`config.mk`:
```
export PLATFORM = sky130hd
export DESIGN_NAME = seg_scan_ctrl
export DESIGN_NICKNAME = d
export VERILOG_FILES = /design/src/rtl/seg_scan_ctrl_pkg.sv /design/src/rtl/seg_scan_ctrl_bcd_to_7.sv /design/src/rtl/seg_scan_ctrl.sv
export SDC_FILE = /design/constraint.sdc
export NUM_CORES = 1
export LEC_CHECK = 0
export CORE_ASPECT_RATIO = 1.5
export CORE_MARGIN = 5
export CORE_UTILIZATION = 35
export CTS_BUF_LIST = sky130_fd_sc_hd__clkbuf_16
export CTS_CLUSTER_DIAMETER = 100
export DETAILED_ROUTE_END_ITERATION = 8
export GPL_ROUTABILITY_DRIVEN = 0
export PLACE_DENSITY = 0.57
export SYNTH_ARGS = -nofsm -noshare
export SYNTH_HDL_FRONTEND = slang
export SYNTH_SLANG_ARGS = --single-unit
```
`constraint.sdc`:
```
create_clock -name clk -period 3.6 [get_ports clk]
set_clock_uncertainty 0.15 [all_clocks]
set_input_delay 0.54 -clock clk [delete_from_list [all_inputs] [get_ports clk]]
set_output_delay 0.54 -clock clk [all_outputs]
set_load 0.005 [all_outputs]
```
`src/rtl/seg_scan_ctrl_pkg.sv`:
```
// -----------------------------------------------------------------------------
// seg_scan_ctrl_pkg
//   Shared definitions for the 7-segment scan controller: scan FSM state
//   encoding and the segment glyph constants (bit 0 = segment a ... bit 6 = g,
//   active-high).
// -----------------------------------------------------------------------------
package seg_scan_ctrl_pkg;

  typedef enum logic {
    ST_BLANK = 1'b0,
    ST_SHOW  = 1'b1
  } state_t;

  localparam logic [6:0] SEG_0     = 7'h3F;
  localparam logic [6:0] SEG_1     = 7'h06;
  localparam logic [6:0] SEG_2     = 7'h5B;
  localparam logic [6:0] SEG_3     = 7'h4F;
  localparam logic [6:0] SEG_4     = 7'h66;
  localparam logic [6:0] SEG_5     = 7'h6D;
  localparam logic [6:0] SEG_6     = 7'h7D;
  localparam logic [6:0] SEG_7     = 7'h07;
  localparam logic [6:0] SEG_8     = 7'h7F;
  localparam logic [6:0] SEG_9     = 7'h6F;
  localparam logic [6:0] SEG_BLANK = 7'h00;

endpackage

```
`src/rtl/seg_scan_ctrl_bcd_to_7.sv`:
```
// -----------------------------------------------------------------------------
// seg_scan_ctrl_bcd_to_7
//   Combinational BCD to 7-segment decoder. Non-BCD codes (10..15) are shown
//   as a dark digit.
//   Ports:
//     num  in  4  BCD digit
//     seg  out 7  segments a..g, active-high, seg[0] = a
// -----------------------------------------------------------------------------
module seg_scan_ctrl_bcd_to_7
  import seg_scan_ctrl_pkg::*;
(
  input  logic [3:0] num,
  output logic [6:0] seg
);

  always_comb begin
    seg = SEG_BLANK;
    case (num)
      4'd0:    seg = SEG_0;
      4'd1:    seg = SEG_1;
      4'd2:    seg = SEG_2;
      4'd3:    seg = SEG_3;
      4'd4:    seg = SEG_4;
      4'd5:    seg = SEG_5;
      4'd6:    seg = SEG_6;
      4'd7:    seg = SEG_7;
      4'd8:    seg = SEG_8;
      4'd9:    seg = SEG_9;
      default: seg = SEG_BLANK;
    endcase
  end

endmodule

```
`src/rtl/seg_scan_ctrl.sv`:
```
// -----------------------------------------------------------------------------
// seg_scan_ctrl
//   Time-multiplexed scan controller for an N-digit common-anode 7-segment
//   display. Each digit slot lasts REFRESH_DIV cycles: BLANK_CYC cycles with all
//   anodes off (anti-ghosting), then the digit is driven. New values are staged
//   in a pending buffer and only moved to the display buffer at the frame wrap,
//   so a frame is never torn.
//   Ports:
//     clk         in   1           system clock (rising edge)
//     rst         in   1           synchronous active-high reset
//     en          in   1           scan enable, 0 = display dark
//     load        in   1           strobe: capture digits/dp_in into pending
//     digits      in   4*N_DIGITS  BCD digits, [3:0] = digit 0 (rightmost)
//     dp_in       in   N_DIGITS    decimal point request per digit
//     lz_supp     in   1           blank leading zeros (digit 0 never blanked)
//     an          out  N_DIGITS    anode select, active-low
//     seg         out  7           segments a..g, active-high
//     dp          out  1           decimal point, active-high
//     frame_done  out  1           1-cycle pulse when the scan wraps to digit 0
// -----------------------------------------------------------------------------
module seg_scan_ctrl
  import seg_scan_ctrl_pkg::*;
#(
  parameter int N_DIGITS    = 4,
  parameter int REFRESH_DIV = 50000,
  parameter int BLANK_CYC   = 2
) (
  input  logic                  clk,
  input  logic                  rst,
  input  logic                  en,
  input  logic                  load,
  input  logic [4*N_DIGITS-1:0] digits,
  input  logic [N_DIGITS-1:0]   dp_in,
  input  logic                  lz_supp,
  output logic [N_DIGITS-1:0]   an,
  output logic [6:0]            seg,
  output logic                  dp,
  output logic                  frame_done
);

  localparam int CW = $clog2(REFRESH_DIV);
  localparam int IW = $clog2(N_DIGITS);
  localparam logic [CW-1:0] CNT_LAST  = CW'(REFRESH_DIV - 1);
  localparam logic [CW-1:0] BLANK_END = CW'(BLANK_CYC - 1);
  localparam logic [IW-1:0] IDX_LAST  = IW'(N_DIGITS - 1);

  state_t                  state_reg, state_next;
  logic [CW-1:0]           cnt_reg, cnt_next;
  logic [IW-1:0]           idx_reg, idx_next;
  logic                    wrap;

  logic [4*N_DIGITS-1:0]   disp_dig_reg, pend_dig_reg;
  logic [N_DIGITS-1:0]     disp_dp_reg, pend_dp_reg;
  logic                    pend_flag_reg;

  logic [N_DIGITS-1:0]     an_reg, an_next;
  logic [6:0]              seg_reg, seg_next;
  logic                    dp_reg, dp_next;
  logic                    fd_reg;

  logic [3:0]              disp_arr [N_DIGITS];
  logic [N_DIGITS-1:0]     zero_flags;
  logic [N_DIGITS-1:0]     lz_blank;
  logic [6:0]              dec_seg;

  // Digit k is a leading zero when it and every more significant digit are 0.
  for (genvar gi = 0; gi < N_DIGITS; gi++) begin : g_digit
    assign disp_arr[gi]   = disp_dig_reg[4*gi +: 4];
    assign zero_flags[gi] = (disp_arr[gi] == 4'd0);
    if (gi == 0) begin : g_lsd
      assign lz_blank[gi] = 1'b0;
    end else begin : g_upper
      assign lz_blank[gi] = &zero_flags[N_DIGITS-1:gi];
    end
  end

  // Decoder looks at the digit about to be shown so the registered outputs
  // line up with the state/idx registers.
  seg_scan_ctrl_bcd_to_7 u_dec (
    .num (disp_arr[idx_next]),
    .seg (dec_seg)
  );

  // Next-state: slot counter, digit index and BLANK/SHOW phase.
  always_comb begin
    state_next = state_reg;
    cnt_next   = cnt_reg;
    idx_next   = idx_reg;
    wrap       = 1'b0;
    if (!en) begin
      state_next = ST_BLANK;
      cnt_next   = '0;
      idx_next   = '0;
    end else if (cnt_reg == CNT_LAST) begin
      cnt_next   = '0;
      state_next = ST_BLANK;
      if (idx_reg == IDX_LAST) begin
        idx_next = '0;
        wrap     = 1'b1;
      end else begin
        idx_next = idx_reg + 1'b1;
      end
    end else begin
      cnt_next = cnt_reg + 1'b1;
      case (state_reg)
        ST_BLANK: if (cnt_reg == BLANK_END) state_next = ST_SHOW;
        ST_SHOW:  state_next = ST_SHOW;
        default:  state_next = ST_BLANK;
      endcase
    end
  end

  // Output values for the next cycle; everything is dark outside SHOW.
  always_comb begin
    an_next  = '1;
    seg_next = SEG_BLANK;
    dp_next  = 1'b0;
    if (state_next == ST_SHOW) begin
      an_next[idx_next] = 1'b0;
      seg_next = (lz_supp && lz_blank[idx_next]) ? SEG_BLANK : dec_seg;
      dp_next  = disp_dp_reg[idx_next];
    end
  end

  always_ff @(posedge clk) begin
    if (rst) begin
      state_reg     <= ST_BLANK;
      cnt_reg       <= '0;
      idx_reg       <= '0;
      disp_dig_reg  <= '0;
      disp_dp_reg   <= '0;
      pend_dig_reg  <= '0;
      pend_dp_reg   <= '0;
      pend_flag_reg <= 1'b0;
      an_reg        <= '1;
      seg_reg       <= SEG_BLANK;
      dp_reg        <= 1'b0;
      fd_reg        <= 1'b0;
    end else begin
      state_reg <= state_next;
      cnt_reg   <= cnt_next;
      idx_reg   <= idx_next;
      an_reg    <= an_next;
      seg_reg   <= seg_next;
      dp_reg    <= dp_next;
      fd_reg    <= wrap;
      // Transfer uses the old pending contents; a load in the same cycle
      // re-arms the flag (the later assignment wins) for the next wrap.
      if (wrap && pend_flag_reg) begin
        disp_dig_reg  <= pend_dig_reg;
        disp_dp_reg   <= pend_dp_reg;
        pend_flag_reg <= 1'b0;
      end
      if (load) begin
        pend_dig_reg  <= digits;
        pend_dp_reg   <= dp_in;
        pend_flag_reg <= 1'b1;
      end
    end
  end

  assign an         = an_reg;
  assign seg        = seg_reg;
  assign dp         = dp_reg;
  assign frame_done = fd_reg;

endmodule

```
# Yosys cells after proc, flatten, opt, wreduce, memory -nomap -nowiden
# Memories as Yosys holds them, arrays and structs flattened. A register that Yosys moved wholly into a read port is not among the register bits.
# Index checks and enable logic that the tools add are counted.
# Widths: inputs -> output; s select.
[classes]
n_addsub = 2
mul = 0
div_mod_pow = 0
order_cmp = 3
eq_ne = 3
shifts = 0
n_mux = 21
bitwise = 5
n_reduce_logical = 12
[op_table]
columns = ["operator", "count"]
rows = [
  ["$add 16x1->16 const B", 1],
  ["$eq 16x1->1 const B", 1],
  ["$eq 16x16->1 const B", 1],
  ["$logic_not 4->1", 3],
  ["$mux 1", 11],
  ["$bmux 4 s2", 1],
  ["$mux 4", 2],
  ["$mux 2", 3],
  ["$reduce_or 3->1", 2],
  ["$bmux 1 s2", 2],
  ["$not 4->4", 1],
  ["$ge 3x3->1 const B", 1],
  ["$logic_and 1x1->1", 3],
  ["$lt 2x3->1 const B", 1],
  ["$not 1->1", 3],
  ["$not 2->3", 1],
  ["$reduce_and 3->1", 1],
  ["$add 2x1->2 const B", 1],
  ["$demux 1 s2", 1],
  ["$eq 2x2->1 const B", 1],
  ["$ge 2x1->1 const B", 1],
  ["$pmux 1 s2", 1],
  ["$reduce_and 2->1", 1],
  ["$reduce_bool 2->1", 1],
  ["$reduce_or 2->1", 1],
]
[word_totals]
register_bits = 66
latchBits = 0
mem_bits_rw = 0
romBits = 112
inputBits = 25
output_inout_bits = 13
elab_cells = 58
mem_count = 1
[mem_list]
columns = ["name", "words", "width", "read_ports", "rd_clocked_by_memory_dff", "wr", "line", "rtl"]
rows = [
  ["(name not given)", 16, 7, 1, 1, 0, "seg_scan_ctrl_bcd_to_7.sv:18", "case (num)"],
]

# Depth between registers and ports, before layout
[logic_depth]
depth_word = 9
depth_mapped = 10
mapped_depth_nobuf = 10

# Hierarchy
# A second synthesis with hierarchy kept.
[unflattened]
cells_unflattened = 340
hier_area_um2 = 3106.7
[modules_own_cells]
columns = ["module", "instances", "cells_per_inst", "area_per_inst_um2", "seq_area_each_um2"]
rows = [
  ["seg_scan_ctrl", 1, 312, 2887.8, 1461.4],
  ["seg_scan_ctrl_bcd_to_7", 1, 28, 219.0, 0.0],
]

# Worst setup path after synthesis
# Ideal clock, no wire load.
[synth_path]
path_type = "flip-flop to flip-flop"
start = "register cnt_reg[11]"
end = "register seg_reg[5], in the netlist seg[5]"
setup_ns = 0.092
arrival_ns = 3.394
required_time_ns = 3.358
setup_slack_ns = -0.037
stages_incl_launch_ff = 10
n_path_buf = 0
period_less_slack_ns = 3.637
path_cell_list = "dfxtp_1 > or4_4 > nor4_4 > mux2i_1 > mux4_1 > inv_1 > ha_1 > inv_1 > mux2_4 > o32ai_1"
[synth_between]
elab_chain_cells = 7
elab_cells_between_ends = 17
classes_between = "2 x eq/ne; 11 x mux; 2 x bitwise; 2 x reduce/logical"
[synth_lines]
columns = ["element", "line", "rtl"]
rows = [
  ["start, declared", "seg_scan_ctrl.sv:48", "logic [CW-1:0] cnt_reg, cnt_next;"],
  ["start signal, assigned", "seg_scan_ctrl.sv:141", "cnt_reg <= cnt_next;"],
  ["$eq 16x16->1 / $eq 16x1->1 (equally long branches)", "seg_scan_ctrl.sv:94, seg_scan_ctrl.sv:106", ""],
  ["$mux 2 / $mux 1 (equally long branches)", "seg_scan_ctrl.sv:94, seg_scan_ctrl.sv:106", ""],
  ["$mux 2 / $pmux 1 s2 (equally long branches)", "seg_scan_ctrl.sv:90, seg_scan_ctrl.sv:105", ""],
  ["$bmux 1 s2, or another cell as far along", "seg_scan_ctrl.sv:120", "seg_next = (lz_supp && lz_blank[idx_next]) ? SEG_BLANK : dec_seg;"],
  ["$mux 1 (not written as such), or another cell as far along", "seg_scan_ctrl.sv:120", ""],
  ["$logic_and 1x1->1, or another cell as far along", "seg_scan_ctrl.sv:120", ""],
  ["$reduce_or 3->1 (no line) / $mux 4 (equally long branches)", "n/a", ""],
  ["end, declared", "seg_scan_ctrl.sv:57", "logic [6:0] seg_reg, seg_next;"],
]
# Parallel ways exist; a longest one is shown, timed or not. The select of a mux whose other input is x is not followed.
# A chain may end at the register's enable or synchronous reset.

# Worst setup path after layout
# Same ends and word-level chain as after synthesis.

==> key figures <==
Finish
  • Layout Nets: ~380
  • Diodes inserted: 0
  • Commonest non-fill, non-tap cell in the layout: dfxtp_1
  • Finished Layout Cells: ~460
  • Syn-to-layout area delta: 25.61%
  • Most frequent cells in the layout: dfxtp_1, nor2_1, mux2i_1
  • Share of cells above drive strength 1: 0.09091

STA
  • Unrepaired setup endpoints after global routing: no
  • Worst Max-Slew Pin Slew: between 500 and 600 ps
  • Final Hold Viols: 0
  • TNS Setup: 0 ps
  • Period utilization: 0.9351
  • Pins Over Slew Limit: 0
  • Max Clk Rate: 0.2971 GHz
  • Relative slew margins: 0.6450
  • Tmin final: 3366 ps
  • Final setup viols: 0

Worst setup path
  • Top cell by count, worst path: inv_1
  • R2R Path Start: cnt_reg[11]$_SDFF_PP0_
  • Reg-to-reg endpoint: seg[5]$_SDFF_PP0_
  • Setup CP Type: flip-flop to flip-flop
  • Reg2reg path depth: 10
  • Critical path fanouts, max: 9
  • Worst path slowest cell: or4_4
  • Crit path cell chain: or4_4 -> nor4_4 -> buf_4 -> mux2i_1 -> mux4_2 -> inv_1 -> ha_1 -> inv_1 -> mux2_4 -> o32ai_1
  • CP max stage delay: roughly 560 ps
  • CP Capture Type: flip-flop
  • CP Launch Type: flip-flop
  • Critical Path AT: 3450 ps
  • Worst EP required: 3680 ps
  • R2R Setup Slk: between 200 and 250 ps

Logic synthesis
  • Largest cells by area after synthesis: dfxtp_1, mux2i_1, nor2_1
  • Area leader, netlist: dfxtp_1
  • Asr flop ratio synth: 0
  • Synth warnings: 0
  • Post-synth EDFFs: 0
  • Synth top area share: 0.4725
  • Distinct cells, synth: 38
  • Mapped Area: about 3100 um^2
  • Syn Nets: about 340
  • Register area share after synthesis: 0.4725
  • Avg Inst Size Synth: 10.14 um^2
  • Ys flop type: dfxtp_1
  • Cells after synthesis: 305
  • #FFs+latches synth: between 70 and 80

Floorplan
  • Die width: around 87 um
  • Starting density of the core: 0.3546
  • Ports: 38
  • Die ar.: around 11000 um^2
  • Core area: 8723 um^2
  • Die height: between 100 and 150 um
  • # rows: 42

Detailed routing
  • Vias per std cell: ~5
  • Drt wl/cell: 13.47 um
  • Final ANT Viol Nets: 0
  • Drt first-iter violations: between 40 and 50
  • Routed WL: approximately 6.2 mm
  • DRC Markers: 0
  • DR vias: between 2000 and 2500
  • DRT Pass-1 Iters: 4

Placement
  • Port bufs: 37
  • Placed Cells: between 400 and 500
  • Detailed Place HPWL: around 4.5 mm

Pwr
  • Power consumption: approximately 1.8 mW
  • Pwr Density: approximately 450 nW/um^2
  • Static Leak: roughly 1.6 nW
  • Maximum vdd drop: ~0.27 mV

Worst hold path
  • Worst min path class: flip-flop to flip-flop
  • Worst hold path depth: 1
  • Hold Crit Start: cnt_reg[0]$_SDFF_PP0_
  • WHS Endpoint: cnt_reg[0]$_SDFF_PP0_

CTS
  • Clock root buffer: clkbuf_16
  • Skew-Pair Late Insertion Delay: about 330 ps
  • Post-CTS Resized: 0
  • Clock sink total: 73
  • # Post-CTS Setup Buffers: 0
  • H-tree depth: 3
  • Cts hold-fix bufs: 0
  • Clock transition at path regs: approximately 50 ps
  • CTS tree: built
  • Longest Clk Path Bufs: 2
  • CTS Buf Count: 9

Global route
  • Pin count of the biggest net entering global routing: between 40 and 50
  • Vias in the first global route: ~2200
  • Initial antenna violation count: 0
  • Total grt overflow: 0
  • Total GRT Usage: 0.1239
  • First-pass GRT wire length: about 11 mm

Outcome
  • Outcome: complete, no violations

Run
  • Maxcap violations: 0
==> synth_stat cells, drive strengths merged (2+ instances only) <==
library cell / instances
mux2: 2
o21ai: 3
or3: 3
or3b: 3
o211ai: 2
nand3b: 3
nor2: 61
nor4: 5
dfxtp: 73
mux4: 5
nand3: 8
nand4: 6
clkbuf: 9
xor2: 7
xnor2: 6
nor2b: 3
ha: 9
and4: 2
buf: 5
mux2i: 44
a21boi: 3
and3: 2
o32ai: 5
inv: 11
nand2: 11
a21oi: 6
==> kinds of logic (layout without fill, tap and decap cells) <==
group	Yosys count	in the layout	share of synthesized area
AOI/OAI and AO/OA	23	23	0.05178
xor gates and xnor gates	13	13	0.03681
adders and majority gates	9	9	0.03641
buffers and inverters	25	72	0.03276
DFF	73	73	0.4725
muxes	51	51	0.1922
and+or+nand+nor	111	111	0.1776
==> worst max-delay path, delay by kind of cell (launching register included) <==
family	cells	cell delay [ps]
AO/OA/AOI/OAI	1	120
buffers and inverters	3	400
AND/OR/NAND/NOR	2	910
multiplexers	3	1170
flip-flops	1	340
adder cells (fa/ha/maj)	1	170
==> stage by stage <==
step | hold WS (ps) | setup slack, ps | util | instance area, um^2
final | 306.5 | 233.6 | 0.4454 | 3885
after global routing | 351.4 | 99.04 | 0.4454 | 3885
after CTS | 312.2 | 215.7 | 0.4454 | 3885
after detailed placement | 299.4 | 244.3 | 0.4132 | 3605
after global placement | 288.0 | 356.3 | 0.4132 | 3605
after floorplan | 279.5 | 101.5 | - | 3097
==> layer usage <==
metal | routed length, um | up-vias | part of all wire | track usage
met4 | 125 | 0 | 0.020 | 0.05688
li1 | - | 1148 | - | -
met5 | 0 | - | 0 | 0
met1 | 2653 | 1078 | 0.43 | 0.1399
met2 | 3213 | 36 | 0.52 | 0.2083
met3 | 229 | 9 | 0.037 | 0.04016
==> area by class of cell <==
class	instances	area, um^2
timing repair buffer	45	430.4
clock inverter	7	55.05
sequential	73	1461
fill	894	4838
clock buffer	9	225.2
multi-input combinational	207	1534
tap	110	137.6
inverter	11	41.29
==> power breakdown <==
part,switching (mW),internal [mW],leakage (nW),total (mW)
Sequential,0.00928,0.827,0.593,0.836
Combinational,0.0341,0.0471,0.874,0.0811
Clock,0.312,0.523,0.150,0.835
==> how the worst max path moves through the flow <==
stage / start / end / depth (start not counted)
2_1_floorplan: cnt_reg[11]$_SDFF_PP0_ / seg[5]$_SDFF_PP0_ / 9
3_3_place_gp: cnt_reg[11]$_SDFF_PP0_ / seg[5]$_SDFF_PP0_ / 9
3_5_place_dp: en / seg[5]$_SDFF_PP0_ / 9
4_1_cts: cnt_reg[11]$_SDFF_PP0_ / seg[5]$_SDFF_PP0_ / 10
5_1_grt: cnt_reg[11]$_SDFF_PP0_ / seg[5]$_SDFF_PP0_ / 10
6_report: cnt_reg[11]$_SDFF_PP0_ / seg[5]$_SDFF_PP0_ / 10
Note: power is estimated with default switching activity, not from simulation.
